**config.mk**
```make
export PLATFORM = sky130hd
export DESIGN_NAME = game_timer_sched
export DESIGN_NICKNAME = d
export VERILOG_FILES = /design/src/rtl/game_timer_pkg.sv /design/src/rtl/game_timer_sched_prescaler.sv /design/src/rtl/game_timer_sched.sv
export SDC_FILE = /design/constraint.sdc
export NUM_CORES = 1
export LEC_CHECK = 0
export ABC_CLOCK_PERIOD_IN_PS = 3000
export CORE_MARGIN = 5
export CORE_UTILIZATION = 47
export CTS_BUF_LIST = sky130_fd_sc_hd__clkbuf_4 sky130_fd_sc_hd__clkbuf_8 sky130_fd_sc_hd__clkbuf_16
export CTS_CLUSTER_DIAMETER = 100
export CTS_CLUSTER_SIZE = 12
export DETAILED_ROUTE_END_ITERATION = 6
export GPL_ROUTABILITY_DRIVEN = 1
export PLACE_DENSITY_LB_ADDON = 0.3
export RECOVER_POWER = 100
export SLEW_MARGIN = 20
export SYNTH_ARGS = -nofsm -noshare
export SYNTH_HDL_FRONTEND = slang
export SYNTH_SLANG_ARGS = --single-unit
export TNS_END_PERCENT = 30
```
**constraint.sdc**
```tcl
create_clock -name clk -period 3 [get_ports clk]
set_clock_uncertainty 0.1 [all_clocks]
set_input_delay 0.3 -clock clk [delete_from_list [all_inputs] [get_ports clk]]
set_output_delay 0.3 -clock clk [all_outputs]
set_load 0.05 [all_outputs]
```
**src/rtl/game_timer_pkg.sv**
```systemverilog
// game_timer_pkg
//   Shared definitions for the Morse game timer scheduler: the channel state
//   encoding (the game FSM never uses T_WAIT) and the counter widths.
package game_timer_pkg;

  typedef enum logic [1:0] {
    T_IDLE = 2'd0,
    T_WAIT = 2'd1,
    T_RUN  = 2'd2,
    T_DONE = 2'd3
  } tstate_t;

  localparam int GAME_CNT_W = 7;
  localparam int SHOW_CNT_W = 4;

endpackage

```
**src/rtl/game_timer_sched_prescaler.sv**
```systemverilog
// tick_prescaler
//   Shared 1 s prescaler. Counts 0..TICK_DIV-1 while `run` is high and emits
//   a single-cycle `tick` on the last count; held at 0 while `run` is low.
//   Optional feature macro: GAME_TIMER_PAUSE_EN adds `pause`, which freezes
//   the count (keeping its phase) and suppresses `tick`.
// Ports:
//   clk   in  system clock
//   rst   in  asynchronous active-low reset
//   run   in  at least one timer channel is running
//   pause in  (GAME_TIMER_PAUSE_EN only) freeze the prescaler
//   tick  out one-cycle pulse once per TICK_DIV running cycles
module tick_prescaler #(
  parameter int TICK_DIV = 50_000_000
) (
  input  logic clk,
  input  logic rst,
  input  logic run,
`ifdef GAME_TIMER_PAUSE_EN
  input  logic pause,
`endif
  output logic tick
);

  localparam int CW = (TICK_DIV > 1) ? $clog2(TICK_DIV) : 1;
  localparam logic [CW-1:0] LAST = CW'(TICK_DIV - 1);

  logic [CW-1:0] count;
  logic          hold;

`ifdef GAME_TIMER_PAUSE_EN
  assign hold = pause;
`else
  assign hold = 1'b0;
`endif

  assign tick = run && !hold && (count == LAST);

  // Holding (rather than clearing) during pause keeps the period phase, so a
  // pause delays expiry by exactly its own length.
  always_ff @(posedge clk or negedge rst) begin
    if (!rst)               count <= '0;
    else if (!run)          count <= '0;
    else if (hold)          count <= count;
    else if (count == LAST) count <= '0;
    else                    count <= count + CW'(1);
  end

endmodule

```
**src/rtl/game_timer_sched.sv**
```systemverilog
// game_timer_sched
//   Timer scheduler for the Morse game controller. One shared prescaler
//   serves the game-length timer and two display windows; only one display
//   window runs at a time, with window 1 winning simultaneous requests.
//   Optional feature macro: GAME_TIMER_PAUSE_EN adds input `pause`.
// Ports:
//   clk               in  system clock
//   rst               in  asynchronous active-low reset
//   enable            in  game-timer request (level)
//   enable5_1/_2      in  display window requests (level)
//   pause             in  (GAME_TIMER_PAUSE_EN only) freeze all timing
//   timeout           out game time expired (level)
//   FiveSecTimeout_1  out window 1 expired (level)
//   FiveSecTimeout_2  out window 2 expired (level)
//   game_secs_left    out remaining game ticks, 0 outside RUN
//   show_busy         out a display window is running
module game_timer_sched
  import game_timer_pkg::*;
#(
  parameter int TICK_DIV  = 50_000_000,
  parameter int GAME_SECS = 60,
  parameter int SHOW_SECS = 5
) (
  input  logic                  clk,
  input  logic                  rst,
  input  logic                  enable,
  input  logic                  enable5_1,
  input  logic                  enable5_2,
`ifdef GAME_TIMER_PAUSE_EN
  input  logic                  pause,
`endif
  output logic                  timeout,
  output logic                  FiveSecTimeout_1,
  output logic                  FiveSecTimeout_2,
  output logic [GAME_CNT_W-1:0] game_secs_left,
  output logic                  show_busy
);

  localparam logic [GAME_CNT_W-1:0] GAME_LOAD = GAME_CNT_W'(GAME_SECS);
  localparam logic [SHOW_CNT_W-1:0] SHOW_LOAD = SHOW_CNT_W'(SHOW_SECS);

  tstate_t               game_st, game_st_nx;
  logic [GAME_CNT_W-1:0] game_cnt, game_cnt_nx;
  tstate_t               show_st    [2];
  tstate_t               show_st_nx [2];
  logic [SHOW_CNT_W-1:0] show_cnt    [2];
  logic [SHOW_CNT_W-1:0] show_cnt_nx [2];

  logic [1:0] show_en, show_run, show_elig, show_grant;
  logic       any_run, tick;

  assign show_en     = {enable5_2, enable5_1};
  assign show_run[0] = (show_st[0] == T_RUN);
  assign show_run[1] = (show_st[1] == T_RUN);
  assign any_run     = (game_st == T_RUN) || (|show_run);

  tick_prescaler #(.TICK_DIV(TICK_DIV)) u_prescaler (
    .clk  (clk),
    .rst  (rst),
    .run  (any_run),
`ifdef GAME_TIMER_PAUSE_EN
    .pause(pause),
`endif
    .tick (tick)
  );

  // A channel in DONE does not block the other one; only RUN does.
  assign show_elig[0] = show_en[0] && (show_st[0] == T_IDLE || show_st[0] == T_WAIT) && !show_run[1];
  assign show_elig[1] = show_en[1] && (show_st[1] == T_IDLE || show_st[1] == T_WAIT) && !show_run[0];
  assign show_grant   = {show_elig[1] && !show_elig[0], show_elig[0]};

  always_ff @(posedge clk or negedge rst) begin
    if (!rst) begin
      game_st     <= T_IDLE;
      game_cnt    <= '0;
      show_st[0]  <= T_IDLE;
      show_st[1]  <= T_IDLE;
      show_cnt[0] <= '0;
      show_cnt[1] <= '0;
    end else begin
      game_st     <= game_st_nx;
      game_cnt    <= game_cnt_nx;
      show_st[0]  <= show_st_nx[0];
      show_st[1]  <= show_st_nx[1];
      show_cnt[0] <= show_cnt_nx[0];
      show_cnt[1] <= show_cnt_nx[1];
    end
  end

  // Game FSM: a dropped enable wins over everything, including the expiry
  // tick, so a request released on the expiry edge never raises `timeout`.
  always_comb begin
    game_st_nx  = game_st;
    game_cnt_nx = game_cnt;
    if (!enable) begin
      game_st_nx  = T_IDLE;
      game_cnt_nx = '0;
    end else begin
      case (game_st)
        T_IDLE: begin
          game_st_nx  = T_RUN;
          game_cnt_nx = GAME_LOAD;
        end
        T_RUN: begin
          if (tick) begin
            if (game_cnt == GAME_CNT_W'(1)) begin
              game_st_nx  = T_DONE;
              game_cnt_nx = '0;
            end else begin
              game_cnt_nx = game_cnt - GAME_CNT_W'(1);
            end
          end
        end
        default: ;
      endcase
    end
  end

  // Show FSMs: an ungranted request parks in WAIT and is re-evaluated every
  // cycle, so it starts on the edge after the other window leaves RUN.
  always_comb begin
    for (int i = 0; i < 2; i++) begin
      show_st_nx[i]  = show_st[i];
      show_cnt_nx[i] = show_cnt[i];
      if (!show_en[i]) begin
        show_st_nx[i]  = T_IDLE;
        show_cnt_nx[i] = '0;
      end else begin
        case (show_st[i])
          T_IDLE, T_WAIT: begin
            if (show_grant[i]) begin
              show_st_nx[i]  = T_RUN;
              show_cnt_nx[i] = SHOW_LOAD;
            end else begin
              show_st_nx[i]  = T_WAIT;
            end
          end
          T_RUN: begin
            if (tick) begin
              if (show_cnt[i] == SHOW_CNT_W'(1)) begin
                show_st_nx[i]  = T_DONE;
                show_cnt_nx[i] = '0;
              end else begin
                show_cnt_nx[i] = show_cnt[i] - SHOW_CNT_W'(1);
              end
            end
          end
          default: ;
        endcase
      end
    end
  end

  assign timeout          = (game_st == T_DONE);
  assign FiveSecTimeout_1 = (show_st[0] == T_DONE);
  assign FiveSecTimeout_2 = (show_st[1] == T_DONE);
  assign game_secs_left   = (game_st == T_RUN) ? game_cnt : '0;
  assign show_busy        = |show_run;

endmodule

```
# --- After elaboration in Yosys (flattened, before gate mapping) ---
# Cells that the tools add are included.
classes:
  multipliers: 0
  bitwise: 0
  n_div: 0
  order_cmp: 0
  shift: 0
  n_reduce_logical: 24
  n_eq_ne: 23
  n_mux: 31
  add_sub_neg: 4
ops:
  columns: ["operator", "count"]
  rows:
  - ["$mux W26", 2]
  - ["$mux W4", 8]
  - ["$mux W7", 4]
  - ["$add A26 B1 Y26 const B", 1]
  - ["$eq A26 B26 Y1 const B", 1]
  - ["$mux W2", 11]
  - ["$pmux W4 S2", 2]
  - ["$ne A3 B2 Y1 const B", 5]
  - ["$reduce_and A3 Y1", 5]
  - ["$pmux W7 S2", 1]
  - ["$eq A2 B2 Y1 const B", 6]
  - ["$pmux W2 S2", 3]
  - ["$ne A3 B1 Y1 const B", 3]
  - ["$ne A3 B3 Y1 const B", 3]
  - ["$eq A4 B1 Y1 const B", 2]
  - ["$sub A4 B1 Y4 const B", 2]
  - ["$eq A7 B1 Y1 const B", 1]
  - ["$sub A7 B1 Y7 const B", 1]
  - ["$logic_and A1 B1 Y1", 6]
  - ["$logic_not A2 Y1", 3]
  - ["$reduce_or A2 Y1", 3]
  - ["$eq A2 B1 Y1 const B", 2]
  - ["$logic_not A1 Y1", 3]
  - ["$logic_or A1 B1 Y1", 3]
  - ["$reduce_and A2 Y1", 1]
word_totals:
  latch_bits: 0
  romBits: 0
  reg_bits: 47
  elab_cells: 89
  in_bits: 5
  memories: 0
  mem_bits_rw: 0
  out_inout_bits: 11

# --- Depth between registers and ports, before layout ---
# Gate-level depths: netlist of run 1.
logic_depth:
  depth_word: 9
  depth_mapped: 8

# --- By module ---
# From an unflattened synthesis of run 1, not the netlist that was laid out.
hier_totals:
  hier_cells: 293
  area_unflattened_um2: 2723.9
modules_own_cells:
  columns: ["module", "seq_area_each_um2", "cells_per_inst", "n_inst", "area_per_inst_um2"]
  rows:
  - ["tick_prescaler", 650.6, 149, 1, 1380.1]
  - ["game_timer_sched", 525.5, 144, 1, 1343.8]

# --- Least setup slack after synthesis of run 1 ---
# No wires, ideal clock.
synth_timing:
  path_kind: "flip-flop to output port"
  from: "reg game_st[1]"
  to: "out game_secs_left[0]"
  setup_slack_ns: 0.882
  required_ns: 2.600
  n_path_buf: 1
  arrival_time_ns: 1.718
  stages_incl_launch_ff: 4
  path_cell_list: "dfrtp_1 -> buf_6 -> clkinv_1 -> nor3_1"
synth_via:
  elab_chain_len: 2
synth_rtl:
  columns: ["element", "line_no", "text"]
  rows:
  - ["start, declared", "game_timer_sched.sv:42", "tstate_t game_st, game_st_nx;"]
  - ["start signal, assigned", "game_timer_sched.sv:81", "game_st <= game_st_nx;"]
  - ["$eq A2 B2 Y1", "game_timer_sched.sv:157", "assign game_secs_left = (game_st == T_RUN) ? game_cnt : '0;"]
  - ["$mux W7", "game_timer_sched.sv:157", null]
  - ["end, declared", "game_timer_sched.sv:35", "output logic [GAME_CNT_W-1:0] game_secs_left,"]
# No other way between the ends.

# --- Worst setup path in the final report of run 1 ---
# Same ends and word-level chain as after synthesis.

==> results of run 1 <==
[cell type report]
class | count | area (um2) | share of cell area
flip-flops and latches | 47 | 1180 | 0.389
inverters | 20 | 75.1 | 0.0248
multi-input cells | 226 | 1430 | 0.472
well taps | 72 | 90.1 | 0.0298
clock buffers | 5 | 68.8 | 0.0228
repair buffers | 18 | 166 | 0.0550
clock inverters | 3 | 20.0 | 0.00662
[power groups by stage]
stage,clock (uW),sequential [uW],combinational [uW]
after floorplan,0,719,154
after global placement,0,729,206
after detailed placement,0,731,208
after CTS,396,719,210
after global routing,427,725,235
final,387,720,205
[how the worst max path moves through the flow]
| stage | startpoint | to | slack (ns) | cells after the start |
|---|---|---|---|---|
| 4_1_cts | game_st[1]$_DFFE_PN0P_ | game_secs_left[0] | 0.41 | 3 |
| 6_report | game_st[1]$_DFFE_PN0P_ | game_secs_left[0] | 0.35 | 3 |
| 3_5_place_dp | u_prescaler.count[0]$_DFF_PN0_ | game_cnt[5]$_DFFE_PN0P_ | 0.61 | 6 |
| 2_1_floorplan | game_st[1]$_DFFE_PN0P_ | game_secs_left[0] | 0.88 | 3 |
| 5_1_grt | game_st[1]$_DFFE_PN0P_ | game_secs_left[0] | 0.19 | 3 |
| 3_3_place_gp | u_prescaler.count[0]$_DFF_PN0_ | game_cnt[5]$_DFFE_PN0P_ | 0.68 | 6 |
[state kept, by name, indices dropped and copies added (netlist names)]
signal,cells
show_st,4
game_cnt,7
game_st,2
u_prescaler.count,26
show_cnt,8
[routing by layer]
layer  routed length (um)  vias up  track usage
met5                    0        -            0
met4                   87        0       0.0510
met3                  259       10       0.0475
met2                 2730       42        0.265
met1                 2740     1074        0.226
li1                     -     1103            -
[per-stage QoR]
| step | hold slack, ns | util |
|---|---|---|
| global route | 0.433 | 0.539 |
| detailed placement | 0.380 | 0.523 |
| floorplan | -0.0956 | - |
| global placement | 0.366 | 0.523 |
| finish | 0.394 | 0.539 |
| CTS | 0.110 | 0.539 |
[synthesized netlist by cell type, types with 2 or more instances]
cell type  number
dfrtp_1        47
nor2_1         42
nor3_1         21
inv_1          19
nand3_1        19
nand2_1        16
xnor2_1        15
a21oi_1        12
nand4_1        12
xor2_1          9
ha_1            7
and3_1          6
a31oi_1         4
or3_1           4
or4_1           4
and2_1          3
and4_1          3
buf_2           3
clkbuf_1        3
nand2b_1        3
nand4b_1        3
nor2b_1         3
nor4_1          3
nor4_2          3
a2111oi_0       2
a211o_1         2
a21o_1          2
buf_6           2
o211ai_1        2
o21bai_1        2
o31ai_1         2
[cells by family (layout without fill, tap and decap cells)]
group,count (synthesis),in the layout,share of synthesized area
AOI/OAI and AO/OA,37,37,0.0940
xor gates and xnor gates,24,24,0.0763
adders and majority gates,7,7,0.0318
buffers and inverters,30,46,0.0531
DFF,47,47,0.427
muxes,1,1,0.00409
and+or+nand+nor,157,157,0.314
[critical path: stages, from the launching register on]
cell and delay, ns:
dfrtp_1 0.48, clkinv_1 0.29, nor3_1 0.28, dlygate4sd3_1 0.90
[repair_timing]
| action | 4_1_cts | 5_1_grt |
|---|---|---|
| gates resized for setup | 0 | 0 |
| hold buffers | 0 | 1 |
| endpoints found under the hold margin | 0 | 47 |
==> results.json, run 1 <==
{
  "async_reset_ff_frac": 1.00,
  "track_usage": 0.169,
  "yosysTopAreaCell": "dfrtp_1",
  "synth_seq_area_share": 0.427,
  "core_um2": 5610,
  "clk_pin_slew_ns": 0.09,
  "total_power_uw": 1310,
  "tightest_slew_ns": 1.13,
  "ant_nets": 0,
  "via_count": 2229,
  "place_ws_ns": 0.611,
  "grt_pass1_vias": 2217,
  "clockPowerShare": 0.295,
  "min_to": "u_prescaler.count[0]$_DFF_PN0_",
  "synth_area_um2": 2760,
  "synthTopCellsByArea": "dfrtp_1 43%, nor2_1 5.7%, xnor2_1 4.8%",
  "internal-power_uw": 911,
  "slew_headroom": 0.245,
  "stdcell_count": 391,
  "startpoint_type": "flop",
  "syn_avg_cell_area_um2": 9.09,
  "dieArea_um2": 7490,
  "wl_per_cell_um": 14.9,
  "ys_warn_count": 0,
  "final_cell_area_um2": 3020,
  "htreeDepth": 2,
  "die_w_um": 86.6,
  "period_needed_ns": 2.65,
  "finalCritPeriodShare": 0.884,
  "whs_path_depth": 1,
  "clockBufferDepth": 2,
  "slew_violations": 0,
  "drive_gt1_frac": 0.0815,
  "globalplace.congestion": 0.847,
  "setup_ws_ns": 0.348,
  "drcViolationCount": 0,
  "cts_post_setup_buffers_inserted": 0,
  "outcome": "finished clean",
  "rows": 27,
  "cts_tree": "done",
  "cts_root_buf": "clkbuf_8",
  "synth_flop_cell": "dfrtp_1",
  "synth_edf_count": 0,
  "nets": 330,
  "hold_start": "u_prescaler.count[0]$_DFF_PN0_",
  "cp_max_fo": 9,
  "die_y_um": 86.6,
  "tns_ns": 0,
  "cap_violations": 0,
  "arrival_ns": 2.25,
  "area.growth.synth_to_final_pct": 9.76,
  "rsz0062_at_grt": "false",
  "dp_cells": 382,
  "most-common-layout-cells": "47 x dfrtp_1, 42 x nor2_1, 21 x nor3_1",
  "viasPerCell": 5.70,
  "hpwl_um": 4130,
  "setup_viol_count_final": 0,
  "fmax_ghz": 0.377,
  "r2r_setup_slack_ns": 0.46,
  "min_path_type": "reg -> reg",
  "top_level_ports": 16,
  "firstDrtPassIters": 4,
  "syn-num-nets": 315,
  "numClockSinks": 47,
  "p_seq_frac": 0.549,
  "yosys.cell_types.count": 56,
  "worstSkewPairLatency_ns": 0.31,
  "p_switching_uw": 401,
  "r2r_cells": 6,
  "initial_utilization": 0.491,
  "irDropWorstVdd_uv": 318,
  "drt-total-wl_um": 5810,
  "leakage_uw": 0.00128,
  "finalHoldViolCount": 0,
  "cp_data_required_time_ns": 2.60,
  "grt.overflow.total": 0,
  "synth_top_area_frac": 0.427,
  "endpoint_kind": "primary output",
  "r2r_start": "u_prescaler.count[0]$_DFF_PN0_",
  "r2r_end": "game_cnt[5]$_DFFE_PN0P_",
  "syn-instance-count": 303,
  "antenna_found_initial": 0,
  "final_common_cell": "dfrtp_1",
  "grt_max_degree": 48,
  "drt_iter0_markers": 94,
  "combPwrFrac": 0.156,
  "io_buffers": 15,
  "power-per-cell-area_nw_per_um2": 434,
  "p_sw_frac": 0.306,
  "placed_area_um2": 2930,
  "cts_buffers": 5,
  "fillers": 547,
  "antenna_cells": 0,
  "worst-setup-path-type": "reg -> out",
  "grt_pass1_wl_um": 10300,
  "yosys_register_bits": 47
}
(Power assumes the default switching activity.)
==> inputs of run 2 (changes only) <==
--- a/config.mk
+++ b/config.mk
@@ -6,7 +6,7 @@
 export NUM_CORES = 1
 export LEC_CHECK = 0
 export ABC_CLOCK_PERIOD_IN_PS = 3000
-export CORE_MARGIN = 5
+export CORE_MARGIN = 1
 export CORE_UTILIZATION = 47
 export CTS_BUF_LIST = sky130_fd_sc_hd__clkbuf_4 sky130_fd_sc_hd__clkbuf_8 sky130_fd_sc_hd__clkbuf_16
 export CTS_CLUSTER_DIAMETER = 100
==> results.json, run 2 (synthesis results as in run 1) <==
{
  "outcome": "finished clean",
  "antenna_cells": 0,
  "drt_iter0_markers": 150,
  "top_regs": "u_prescaler.count: 26 flops, show_cnt: 8 flops, game_cnt: 7 flops",
  "finalHoldViolCount": 0,
  "worst-setup-path-type": "reg -> out",
  "rows": 27,
  "initial_utilization": 0.494,
  "power-per-cell-area_nw_per_um2": 462,
  "clk_pin_slew_ns": 0.09,
  "nets": 330,
  "grt.overflow.total": 0,
  "period_needed_ns": 2.58,
  "max_flop_register": "u_prescaler.count",
  "numClockSinks": 47,
  "area.growth.synth_to_final_pct": 10.8,
  "globalplace.congestion": 0.845,
  "arrival_ns": 2.18,
  "irDropWorstVdd_uv": 249,
  "cts_post_setup_buffers_inserted": 0,
  "drive_gt1_frac": 0.0815,
  "cp_slowest_stage_delay_ns": 0.89,
  "cp_slowest_cell": "dlygate4sd3_1",
  "viasPerCell": 5.74,
  "grt_pass1_wl_um": 9520,
  "rsz0062_at_grt": "false",
  "antenna_found_initial": 0,
  "die_y_um": 78.6,
  "hpwl_um": 3920,
  "clockPowerShare": 0.344,
  "top_level_ports": 16,
  "die_w_um": 78.6,
  "path_delay_family": "buffers and inverters",
  "cap_violations": 0,
  "combPwrFrac": 0.146,
  "drcViolationCount": 0,
  "fillers": 516,
  "cts_buffers": 5,
  "cp_max_fo": 9,
  "leakage_uw": 0.00130,
  "internal-power_uw": 1020,
  "worstSkewPairLatency_ns": 0.31,
  "fmax_ghz": 0.388,
  "via_count": 2243,
  "holdWs_ns": 0.394,
  "ant_nets": 0,
  "slew_violations": 0,
  "wl_per_cell_um": 14.3,
  "most-common-layout-cells": "47 x dfrtp_1, 42 x nor2_1, 21 x nor3_1",
  "final_common_cell": "dfrtp_1",
  "min_path_type": "reg -> reg",
  "startpoint_type": "flop",
  "drt-total-wl_um": 5610,
  "dieArea_um2": 6170,
  "cp.buffers_inverters": 2,
  "io_buffers": 15,
  "p_sw_frac": 0.278,
  "p_seq_frac": 0.511,
  "cts_root_buf": "clkbuf_8",
  "track_usage": 0.197,
  "finalCritPeriodShare": 0.860,
  "cp_data_required_time_ns": 2.60,
  "largest_reg_flops": 26,
  "p_switching_uw": 391,
  "endpoint_kind": "primary output",
  "tns_ns": 0,
  "slew_headroom": 0.230,
  "core_um2": 5570,
  "grt_max_degree": 48,
  "cts_tree": "done",
  "cp_cell_sequence": "clkinv_1, nor3_1, dlygate4sd3_1",
  "setup_viol_count_final": 0,
  "tightest_slew_ns": 1.15,
  "grt_pass1_vias": 2156,
  "clockBufferDepth": 2,
  "htreeDepth": 2,
  "firstDrtPassIters": 4
}
run 2: final cells by class:
type                       count  area [um2]  share of cell area
tap                           72        90.1              0.0295
inverter                      20        75.1              0.0246
clock buffer                   6        82.6              0.0270
multi-input combinational    226        1430               0.468
clock inverter                 2        35.0              0.0115
timing repair buffer          18         166              0.0545
sequential                    47        1180               0.385
run 2: worst paths after layout:
check	startpoint	to	slack (ns)	cells after the start
max	game_st[1]$_DFFE_PN0P_	game_secs_left[1]	0.42	3
min	u_prescaler.count[0]$_DFF_PN0_	u_prescaler.count[0]$_DFF_PN0_	0.39	1
max reg2reg	u_prescaler.count[0]$_DFF_PN0_	game_cnt[5]$_DFFE_PN0P_	0.48	6
min reg2reg	u_prescaler.count[0]$_DFF_PN0_	u_prescaler.count[0]$_DFF_PN0_	0.39	1
max in group asynchronous	rst	u_prescaler.count[21]$_DFF_PN0_	1.45	2
min in group asynchronous	rst	game_cnt[2]$_DFFE_PN0P_	0.65	2
run 2: power by group through the flow:
| stage | combinational (uW) | sequential (uW) | clock [uW] |
|---|---|---|---|
| after floorplan | 154 | 719 | 0 |
| after global placement | 207 | 729 | 0 |
| after detailed placement | 208 | 731 | 0 |
| after CTS | 209 | 719 | 495 |
| after global routing | 233 | 725 | 517 |
| final | 205 | 720 | 484 |
run 2: per-stage QoR:
| step | setup slack (ns) | power, uW | utilization | cell area [um2] | instances |
|---|---|---|---|---|---|
| finish | 0.420 | 1410 | 0.548 | 3050 | 391 |
| global route | 0.273 | 1470 | 0.548 | 3050 | 391 |
| CTS | 0.455 | 1420 | 0.547 | 3050 | 390 |
| detailed placement | 0.614 | 940 | 0.526 | 2930 | 382 |
| global placement | 0.684 | 935 | 0.526 | 2930 | 382 |
| floorplan | 0.882 | 873 | - | 2760 | 303 |
run 2: repair_timing:
item,4_1_cts,5_1_grt
endpoints found under the hold margin,0,47
resized for setup,0,0
hold buffers,0,1
run 2: layer usage:
metal	up-vias	routed length, um	GRT usage
met5	-	0	0
met4	0	112	0.0870
met3	12	225	0.0360
met2	47	2580	0.317
met1	1080	2690	0.258
li1	1104	-	-
==> inputs of run 3 (changes only) <==
--- a/config.mk
+++ b/config.mk
@@ -6,8 +6,11 @@
 export NUM_CORES = 1
 export LEC_CHECK = 0
 export ABC_CLOCK_PERIOD_IN_PS = 3000
+export CAP_MARGIN = 15
+export CELL_PAD_IN_SITES_DETAIL_PLACEMENT = 2
+export CELL_PAD_IN_SITES_GLOBAL_PLACEMENT = 2
 export CORE_MARGIN = 1
-export CORE_UTILIZATION = 47
+export CORE_UTILIZATION = 40
 export CTS_BUF_LIST = sky130_fd_sc_hd__clkbuf_4 sky130_fd_sc_hd__clkbuf_8 sky130_fd_sc_hd__clkbuf_16
 export CTS_CLUSTER_DIAMETER = 100
 export CTS_CLUSTER_SIZE = 12
==> results.json, run 3 (synthesis results as in run 1) <==
{
  "grt_pass1_wl_um": 13000,
  "firstDrtPassIters": 4,
  "drcViolationCount": 0,
  "cp_slowest_cell": "dlygate4sd3_1",
  "min_path_type": "reg -> reg",
  "multiInputGateArea_um2": 1430,
  "grt.overflow.total": 0,
  "irDropWorstVdd_uv": 244,
  "worstSkewPairLatency_ns": 0.30,
  "cts_buffers": 5,
  "slew_headroom": 0.0762,
  "wl_per_cell_um": 19.3,
  "setup_viol_count_final": 0,
  "die_w_um": 85.0,
  "rsz0062_at_grt": "false",
  "ant_nets": 0,
  "cap_violations": 0,
  "most-common-layout-cells": "47 x dfrtp_1, 42 x nor2_1, 21 x nor3_1",
  "top_regs": "u_prescaler.count: 26 flops, show_cnt: 8 flops, game_cnt: 7 flops",
  "cts_tree": "done",
  "grt_pass1_vias": 2584,
  "startpoint_type": "flop",
  "m1WireLength_um": 3390,
  "antenna_found_initial": 0,
  "drt-total-wl_um": 7660,
  "cp_slowest_stage_delay_ns": 0.89,
  "htreeDepth": 2,
  "antenna_cells": 0,
  "tightest_slew_ns": 1.39,
  "fmax_ghz": 0.386,
  "slew_violations": 0,
  "viasPerCell": 5.87,
  "top_layer_used": "met4",
  "clockBufferDepth": 2,
  "track_usage": 0.232,
  "core_um2": 6490,
  "endpoint_kind": "primary output",
  "arrival_ns": 2.19,
  "via_count": 2332,
  "cts.repair.resized": 0,
  "outcome": "finished clean",
  "numClockSinks": 47,
  "finalHoldViolCount": 0,
  "max_flop_register": "u_prescaler.count",
  "seqCellArea_um2": 1180,
  "top_level_ports": 16,
  "wl_met3_um": 135,
  "io_buffers": 15,
  "die_y_um": 85.0,
  "power-per-cell-area_nw_per_um2": 454,
  "path_delay_family": "buffers and inverters",
  "dieArea_um2": 7220,
  "cp_cell_sequence": "clkinv_1, nor3_1, dlygate4sd3_1",
  "cp_data_required_time_ns": 2.60,
  "cts_root_buf": "clkbuf_8",
  "globalplace.congestion": 0.804,
  "total_power_uw": 1390,
  "wl_met2_um": 3990,
  "tns_ns": 0,
  "initial_utilization": 0.424,
  "period_needed_ns": 2.59,
  "drt_iter0_markers": 46,
  "cp_max_fo": 9,
  "nets": 331,
  "area.growth.synth_to_final_pct": 10.8,
  "leakage_uw": 0.00130,
  "worst-setup-path-type": "reg -> out",
  "rows": 29,
  "fillers": 747,
  "clk_pin_slew_ns": 0.09,
  "grt_max_degree": 27,
  "largest_reg_flops": 26,
  "finalCritPeriodShare": 0.863,
  "cp.buffers_inverters": 2,
  "final_common_cell": "dfrtp_1",
  "drive_gt1_frac": 0.0813,
  "hpwl_um": 5540
}
run 3: worst register-to-register path, delay by kind of cell (launching register included):
family          cells  cell delay (ns)
simple gates        4             1.35
flops               1             0.42
compound gates      1             0.30
fa+ha+maj           1             0.29
run 3: layout make-up:
type | instances | share of cell area
inverter | 20 | 0.0246
sequential | 47 | 0.385
clock buffer | 8 | 0.0340
timing repair buffer | 19 | 0.0557
multi-input combinational | 226 | 0.469
tap | 77 | 0.0316
run 3: metal layers:
layer / vias to the layer above / GRT usage
met5: - / 0
met4: 0 / 0.0770
met3: 13 / 0.0331
met2: 27 / 0.425
met1: 1180 / 0.279
li1: 1112 / -
run 3: worst paths after layout:
| kind | start | end | slack [ns] | depth (start not counted) |
|---|---|---|---|---|
| setup / recovery | game_st[1]$_DFFE_PN0P_ | game_secs_left[3] | 0.41 | 3 |
| hold / removal | u_prescaler.count[0]$_DFF_PN0_ | u_prescaler.count[0]$_DFF_PN0_ | 0.43 | 1 |
| setup reg to reg | u_prescaler.count[0]$_DFF_PN0_ | game_cnt[5]$_DFFE_PN0P_ | 0.43 | 6 |
| hold reg to reg | u_prescaler.count[0]$_DFF_PN0_ | u_prescaler.count[0]$_DFF_PN0_ | 0.43 | 1 |
| max in group asynchronous | rst | u_prescaler.count[25]$_DFF_PN0_ | 0.72 | 3 |
| min in group asynchronous | rst | game_cnt[5]$_DFFE_PN0P_ | 0.73 | 2 |
run 3: report_power, final:
part           internal, uW  switching [uW]  total [uW]
registers               672            57.3         729
logic                  78.2             143         221
clock network           220             215         435
total                   970             415        1390
run 3: stage by stage:
step | instances | instance area [um2] | setup slack (ns) | hold slack (ns) | utilization
floorplan | 303 | 2760 | 0.882 | -0.0956 | -
global placement | 388 | 2950 | 0.648 | 0.235 | 0.454
detailed placement | 388 | 2950 | 0.523 | 0.237 | 0.454
CTS | 397 | 3060 | 0.428 | 0.425 | 0.471
global route | 397 | 3050 | 0.202 | 0.447 | 0.470
finish | 397 | 3050 | 0.412 | 0.425 | 0.470
run 3: timing repair:
action,in CTS,in global routing
setup buffers,0,0
hold buffers,1,0
endpoints found under the hold margin,22,0
